--- config.mk ---
export PLATFORM = sky130hd
export DESIGN_NAME = bullet_pool
export DESIGN_NICKNAME = d
export VERILOG_FILES = /design/src/rtl/bullet_pool.sv
export SDC_FILE = /design/constraint.sdc
export NUM_CORES = 1
export LEC_CHECK = 0
export CORE_UTILIZATION = 50
export CTS_CLUSTER_DIAMETER = 30
export CTS_CLUSTER_SIZE = 20
export DETAILED_ROUTE_END_ITERATION = 12
export MAX_ROUTING_LAYER = met4
export PLACE_DENSITY = 0.86
export SLEW_MARGIN = 20
export SYNTH_ARGS = -nofsm -noshare
export SYNTH_HDL_FRONTEND = slang
export SYNTH_SLANG_ARGS = --single-unit
--- constraint.sdc ---
create_clock -name frame_clk -period 5.8 [get_ports frame_clk]
set_clock_uncertainty 0.2 [all_clocks]
set_input_delay 0.87 -clock frame_clk [delete_from_list [all_inputs] [get_ports frame_clk]]
set_output_delay 0.87 -clock frame_clk [all_outputs]
set_load 0.03 [all_outputs]
--- src/rtl/bullet_pool.sv ---
// Pool of NUM_BULLETS upward-moving bullets with cooldown-limited fire from the ship position.
// Optional macro BULLET_POOL_EDGE_FIRE_EN: fire only on a fresh key press instead of hold-to-repeat.
module bullet_pool #(
    parameter int unsigned NUM_BULLETS  = 4,
    parameter int unsigned BULLET_SPEED = 8,
    parameter int unsigned BULLET_SIZE  = 3,
    parameter int unsigned BULLET_Y_MIN = 15,
    parameter int unsigned COOLDOWN     = 6,
    parameter logic [7:0]  FIRE_KEY     = 8'h2c
) (
    input  logic                      frame_clk,
    input  logic                      Reset,
    input  logic [9:0]                ship_X,
    input  logic [9:0]                ship_Y,
    input  logic [23:0]               space_key,
    input  logic [NUM_BULLETS-1:0]    bullet_hit,
    output logic [NUM_BULLETS-1:0]    bullet_active,
    output logic [10*NUM_BULLETS-1:0] bullet_X_out,
    output logic [10*NUM_BULLETS-1:0] bullet_Y_out,
    output logic [9:0]                bullet_size,
    output logic                      fire_pulse,
    output logic [4:0]                active_count
);

    localparam int unsigned CD_W     = (COOLDOWN > 0) ? $clog2(COOLDOWN + 1) : 1;
    localparam logic [9:0]  RETIRE_Y = 10'(BULLET_Y_MIN + (BULLET_SPEED >> 2) + BULLET_SIZE);
    localparam logic [9:0]  SPEED    = 10'(BULLET_SPEED);
    localparam logic [9:0]  Y_MIN    = 10'(BULLET_Y_MIN);
    localparam logic [CD_W-1:0] CD_LOAD = CD_W'(COOLDOWN);

    logic [NUM_BULLETS-1:0] active_q, active_d;
    logic [9:0]             x_q [NUM_BULLETS];
    logic [9:0]             x_d [NUM_BULLETS];
    logic [9:0]             y_q [NUM_BULLETS];
    logic [9:0]             y_d [NUM_BULLETS];
    logic [CD_W-1:0]        cooldown_q, cooldown_d;
    logic                   fire_pulse_q, fire_pulse_d;
    logic [4:0]             active_count_q, active_count_d;
    logic                   key_down;
    logic                   fire_trigger;
    logic                   fire;
    logic                   slot_found;

    assign key_down = (space_key[23:16] == FIRE_KEY) ||
                      (space_key[15:8]  == FIRE_KEY) ||
                      (space_key[7:0]   == FIRE_KEY);

`ifdef BULLET_POOL_EDGE_FIRE_EN
    logic key_down_q, key_down_d;
    assign key_down_d   = key_down;
    assign fire_trigger = key_down && !key_down_q;
`else
    assign fire_trigger = key_down;
`endif

    // Free slots come from the registered state, so a slot retiring this frame cannot be reused yet.
    assign fire = fire_trigger && (cooldown_q == '0) && (ship_Y > Y_MIN) && !(&active_q);

    always_comb begin
        active_d       = active_q;
        slot_found     = 1'b0;
        active_count_d = '0;
        for (int unsigned i = 0; i < NUM_BULLETS; i++) begin
            x_d[i] = x_q[i];
            y_d[i] = y_q[i];
            if (active_q[i]) begin
                if (bullet_hit[i] || (y_q[i] < RETIRE_Y)) begin
                    active_d[i] = 1'b0;
                end else begin
                    y_d[i] = y_q[i] - SPEED;
                end
            end else if (fire && !slot_found) begin
                slot_found  = 1'b1;
                active_d[i] = 1'b1;
                x_d[i]      = ship_X;
                y_d[i]      = ship_Y;
            end
        end
        for (int unsigned i = 0; i < NUM_BULLETS; i++) begin
            active_count_d = active_count_d + 5'(active_d[i]);
        end
        if (fire) begin
            cooldown_d = CD_LOAD;
        end else if (cooldown_q != '0) begin
            cooldown_d = cooldown_q - CD_W'(1);
        end else begin
            cooldown_d = '0;
        end
        fire_pulse_d = fire;
    end

    always_ff @(posedge frame_clk or negedge Reset) begin
        if (!Reset) begin
            active_q       <= '0;
            cooldown_q     <= '0;
            fire_pulse_q   <= 1'b0;
            active_count_q <= '0;
            for (int unsigned i = 0; i < NUM_BULLETS; i++) begin
                x_q[i] <= '0;
                y_q[i] <= '0;
            end
`ifdef BULLET_POOL_EDGE_FIRE_EN
            key_down_q     <= 1'b0;
`endif
        end else begin
            active_q       <= active_d;
            cooldown_q     <= cooldown_d;
            fire_pulse_q   <= fire_pulse_d;
            active_count_q <= active_count_d;
            for (int unsigned i = 0; i < NUM_BULLETS; i++) begin
                x_q[i] <= x_d[i];
                y_q[i] <= y_d[i];
            end
`ifdef BULLET_POOL_EDGE_FIRE_EN
            key_down_q     <= key_down_d;
`endif
        end
    end

    always_comb begin
        bullet_X_out = '0;
        bullet_Y_out = '0;
        for (int unsigned i = 0; i < NUM_BULLETS; i++) begin
            bullet_X_out[10*i +: 10] = x_q[i];
            bullet_Y_out[10*i +: 10] = y_q[i];
        end
    end

    assign bullet_active = active_q;
    assign bullet_size   = 10'(BULLET_SIZE);
    assign fire_pulse    = fire_pulse_q;
    assign active_count  = active_count_q;

endmodule

=== Word-level counts from Yosys, hierarchy flattened ===
Cells that the tools add are included.

* Register bits: 92
* Output and inout bits: 100
* Logic and storage cells: 98

* Add/sub/neg operators: 8
* $lt $le $gt $ge: 5
* Equality and inequality tests: 7
* Multiplexer cells: 31
* Bitwise operators: 4
* Reduce and logical (&&, ||, !) cells: 31

{| class="wikitable"
|+ Operators by type and width
! kind !! number
|-
| two-way mux 10 bit || 12
|-
| < comparator 10 x 5 -> 1 bit, second input constant || 4
|-
| subtractor 10 x 4 -> 10 bit, second input constant || 4
|-
| == test 8 x 6 -> 1 bit, second input constant || 3
|-
| two-way mux 1 bit || 17
|-
| AND reduction 2 bit || 8
|-
| > comparator 10 x 4 -> 1 bit, second input constant || 1
|-
| inequality test 2 bit, second input constant || 4
|-
| nonzero test 2 bit || 4
|-
| logical AND 1 bit || 6
|-
| logical OR 1 bit || 6
|-
| two-way mux 3 bit || 2
|-
| adder 3 x 1 -> 4 bit || 1
|-
| zero test 1 bit || 4
|-
| inverter 1 bit || 4
|-
| AND reduction 4 bit || 1
|-
| adder 2 x 1 -> 3 bit || 1
|-
| zero test 3 bit || 1
|-
| nonzero test 3 bit || 1
|-
| subtractor 3 x 1 -> 3 bit, second input constant || 1
|-
| adder 1 x 1 -> 2 bit || 1
|}

=== Longest topological paths before layout ===
* Depth in word-level cells: 21
* Depth in mapped cells: 9

=== Worst setup path after synthesis ===
No wires, ideal clock.

* Kind: input -> register
* From: input port space_key[5]
* To: register active_count_q[1], in the netlist active_count[1]
* Arrival time: 2.917 ns
* Slack: 2.558 ns
* Stages: 7
* Path through: nor4b_2 -> and4_1 -> o31ai_2 -> o21ai_1 -> fa_1 -> ha_1 -> ha_1

* Longest elaborated chain between the ends: 20
* Elaborated cells between the ends (all ways): 27
* Those cells by class: add/sub (3); eq/ne (1); mux (13); reduce/logical (10)

{| class="wikitable"
|+ Ends and longest elaborated chain
! what !! RTL line !! RTL
|-
| start, declared || 15 || <nowiki>input logic [23:0] space_key,</nowiki>
|-
| == test 8 x 6 -> 1 bit (*) || 46 || <nowiki>(space_key[7:0] == FIRE_KEY);</nowiki>
|-
| logical OR 1 bit (*) || 45 || <nowiki>(space_key[15:8] == FIRE_KEY) ||</nowiki>
|-
| logical AND 1 bit (*) (3 in a row) || 57 || <nowiki>assign fire = fire_trigger && (cooldown_q == '0) && (ship_Y > Y_MIN) && !(&active_q);</nowiki>
|-
| two-way mux 1 bit || 72 || <nowiki>end else if (fire && !slot_found) begin</nowiki>
|-
| two-way mux 1 bit || 66 || <nowiki>if (active_q[i]) begin</nowiki>
|-
| zero test 1 bit || 72 ||
|-
| logical AND 1 bit || 72 ||
|-
| two-way mux 1 bit || 72 ||
|-
| [... 4 more ...] || -- ||
|-
| two-way mux 1 bit || 66 ||
|-
| zero test 1 bit || 72 ||
|-
| logical AND 1 bit (*) || 72 ||
|-
| two-way mux 1 bit (*) || 72 ||
|-
| two-way mux 1 bit (*) || 66 ||
|-
| named net active_d[3] || 31 || <nowiki>logic [NUM_BULLETS-1:0] active_q, active_d;</nowiki>
|-
| adder 3 x 1 -> 4 bit (*) || 80 || <nowiki>active_count_d = active_count_d + 5'(active_d[i]);</nowiki>
|-
| named net active_count_d[1] || 38 || <nowiki>logic [4:0] active_count_q, active_count_d;</nowiki>
|-
| end signal, assigned || 109 || <nowiki>active_count_q <= active_count_d;</nowiki>
|-
| end, declared || 38 ||
|}

Mark *: on every way through the listed nets, which the timed path passes. The rest lies on a longest branch.
A chain may end at the register's enable or synchronous reset.

=== Worst setup path after layout ===
* From: input port ship_Y[7]
* To: register active_count_q[1], in the netlist active_count[1]

* Longest elaborated chain between the ends: 18
* Elaborated cells between the ends (all ways): 25
* Those cells by class: add/sub (3); order compare (1); mux (13); reduce/logical (8)

{| class="wikitable"
|+ Ends and longest elaborated chain
! what !! RTL line !! RTL
|-
| start, declared || 14 || <nowiki>input logic [9:0] ship_Y,</nowiki>
|-
| > comparator 10 x 4 -> 1 bit (*) || 57 ||
|-
| logical AND 1 bit (*) (2 in a row) || 57 ||
|-
| two-way mux 1 bit || 72 ||
|-
| two-way mux 1 bit || 66 ||
|-
| zero test 1 bit || 72 ||
|-
| logical AND 1 bit || 72 ||
|-
| two-way mux 1 bit || 72 ||
|-
| two-way mux 1 bit || 66 ||
|-
| [... 3 more ...] || -- ||
|-
| two-way mux 1 bit || 66 ||
|-
| zero test 1 bit || 72 ||
|-
| logical AND 1 bit (*) || 72 ||
|-
| two-way mux 1 bit (*) || 72 ||
|-
| two-way mux 1 bit (*) || 66 ||
|-
| named net active_d[3] || 31 ||
|-
| adder 3 x 1 -> 4 bit (*) || 80 ||
|-
| named net active_count_d[1] || 38 ||
|}

Marked as above.

==> results.cfg <==
[synthesis]
ys_async_sr_fraction_pct = 100.0
synth_flop_cell = dfrtp_1
yosys_warnings = 0
synth_top_area_share_pct = 50.64
postSynthCellCount = 401
ys_seq_area_share_pct = 50.64
synth_top_area_cell = dfrtp_1
synth_common_cells = dfrtp_1, nand2_1, mux2_2
synth-seq-cells = 91
synth_edf_count = 0
syn_avg_cell_area_sq_um = 11.21
synth_area_leaders = dfrtp_1, mux2_2, nand2_1
synth.cell_area_sq_mm = 0.004497
ys_types = 55
synth.most_common_cell = dfrtp_1

[cts]
cts_buffer_depth = 2
clkLatencyLatePin_ns = 0.37
numCtsBuffers = 9
clockRootBuffer = clkbuf_8
clkTransAtPathRegs_ns = 0.10
cts.htree.levels = 3
clock-sinks = 91
cts_resized = 0
cts_tree = yes
cts_setup_buffers = 0
ctsHoldBuffers = 0

[pwr]
peakVddDrop_mv = 0.2143
p_leak_uw = 0.002755
combPwrFrac_pct = 30.5
seq_power_share_pct = 44.7
p_int_uw = 1152
p_switching_uw = 630.4
switching_share_pct = 35.37
powerDensity_mw_per_mm2 = 291.0
pwr-share-clk_pct = 24.9

[critical_path]
path_cells = clkdlybuf4s50_1 -> nor4_1 -> a21boi_0 -> o31ai_2 -> o21ai_1 -> fa_1 -> ha_1 -> ha_1
cp.required_ns = 5.86
slowest_stage = clkdlybuf4s50_1
start_kind = primary input
cpMostUsedCell = ha_1
cpPeakStageDelay_ns = 0.64
ff2ff_setup_slack_ns = 2.46
cp-end-kind = register
arrival_ns = 3.81
criticalPathCategory = in -> reg
path_max_fanout = 9

[timing]
period_share_pct = 64.58
fin_hold_ws_ns = 0.09731
fmax_ghz = 0.2670
final.setup.tns_ns = 0
slew_viol_final = 0
rsz0062_at_grt = false
setup_viol = 0
tightest_slew_ns = 0.9210
hold_viol = 0
period_needed_ns = 3.746
relSlewSlack_pct = 38.18

[job]
drv_cap = 0

[floorplanning]
dieHeight_microns = 96.84
ioPinCount = 150
dieArea_sq_mm = 0.009377
start_util_pct = 51.56
die_w_microns = 96.84
core_sq_mm = 0.008721
rows = 34

[routing]
ant_nets = 0
drt_iter0_markers = 299
routed_wl_microns = 11720
wl_per_cell_microns = 17.98
vias_per_cell = 5.730
drt-pass1-iter-count = 4
drc = 0
dr_total_vias = 3736

[place]
gp_congestion = 0.9046
dp_cells = 635
hpwlAfterDp_microns = 8394
io_buffers = 137

[final_layout]
fin_cells = 652
antenna_cells = 0
fin_nets = 598
area_delta_synth_final_pct = 36.20
drive_gt1_share_pct = 16.91

[grt]
grt_max_degree = 86
grt_overflow = 0
grt_pass1_vias = 3790
grt_pass1_wl_microns = 18640
antenna_found_initial = 0
gr-usage-all-layers_pct = 26.10

[run_status]
status = finished, final reports clean

[worst_hold_path]
hp-class = in -> async
## path summary, 6_finish.rpt
path / startpoint / to / cells past startpoint
setup / recovery: ship_Y[7] / active_count[1] / 8
min in group frame_clk: cooldown_q[0] / cooldown_q[0] / 1
setup reg to reg: cooldown_q[1] / active_count[1] / 8
hold / removal: Reset / bullet_Y_out[0] / 1
hold reg to reg: cooldown_q[0] / cooldown_q[0] / 1
max in group asynchronous: Reset / bullet_Y_out[14] / 2
## critical path: cells and delay by family
kind | cells | cell delay, ns
adders and majority gates | 3 | 0.99
buffers and inverters | 1 | 0.64
and+or+nand+nor | 1 | 0.13
AOI/OAI and AO/OA | 3 | 1.17
## through the flow
| stage | area (sq um) | utilization (%) | power [uW] | worst slack [ns] |
|---|---|---|---|---|
| after floorplan | 4534 | - | 1101 | 2.558 |
| after global placement | 5906 | 67.72 | 1334 | 1.838 |
| after detailed placement | 5906 | 67.72 | 1348 | 1.718 |
| after CTS | 6106 | 70.01 | 1784 | 2.107 |
| after global routing | 6125 | 70.23 | 1849 | 1.953 |
| final | 6125 | 70.23 | 1782 | 2.054 |
## layout by cell type (no fill, tap or decap), drive strengths merged, types with 2 or more instances in the layout
cell type	count
nand3	7
o211ai	2
nand4	8
a311oi	5
clkbuf	9
or2	2
dfrtp	91
o31a	3
a221oi	4
nor4b	3
o221a	15
mux2i	6
o221ai	2
and4	4
nor3b	3
a21oi	8
nand2b	7
nand2	55
clkinv	4
o311ai	2
ha	8
conb	12
a31oi	8
inv	20
nor2	25
nand4b	2
a211oi	2
buf	5
nor3	18
clkdlybuf4s50	136
mux2	39
o21ai	12
a221o	2
## final cells by class
cell class / count / area, sq um
sequential: 91 / 2277
multi-input combinational: 277 / 2031
clock buffer: 9 / 123.9
inverter: 19 / 71.32
fill: 644 / 2596
tap: 108 / 135.1
timing repair buffer: 141 / 1410
clock inverter: 7 / 76.32
## power by group through the flow
stage	clock, uW	sequential, uW	combinational, uW
6_report	443	796	543
5_1_grt	467	809	573
4_1_cts	445	794	545
3_5_place_dp	0	806	542
3_3_place_gp	0	803	531
2_1_floorplan	0	930	172
## state kept, by name, indices dropped and copies added (netlist names)
register / count
active_count: 3
bullet_X_out: 40
bullet_Y_out: 40
bullet_active: 4
cooldown_q: 3
fire_pulse: 1
## per-layer routing
metal | vias to the layer above | wire, microns | GRT usage (%)
li1 | 1720 | - | -
met1 | 1825 | 4960 | 32.48
met2 | 177 | 5819 | 42.25
met3 | 14 | 779 | 4.118
met4 | 0 | 161 | 11.60
met5 | - | 0 | -
## cell families after synthesis
| group | Yosys count | share of synthesized area (%) |
|---|---|---|
| simple gates | 137 | 15.67 |
| buf+inv | 43 | 5.203 |
| flops | 91 | 50.64 |
| mux | 45 | 11.52 |
| other cells | 2 | 0.1670 |
| fa+ha+maj | 9 | 2.671 |
| compound gates | 73 | 13.94 |
| xor+xnor | 1 | 0.1948 |
Power figures use the tool's default switching activity.
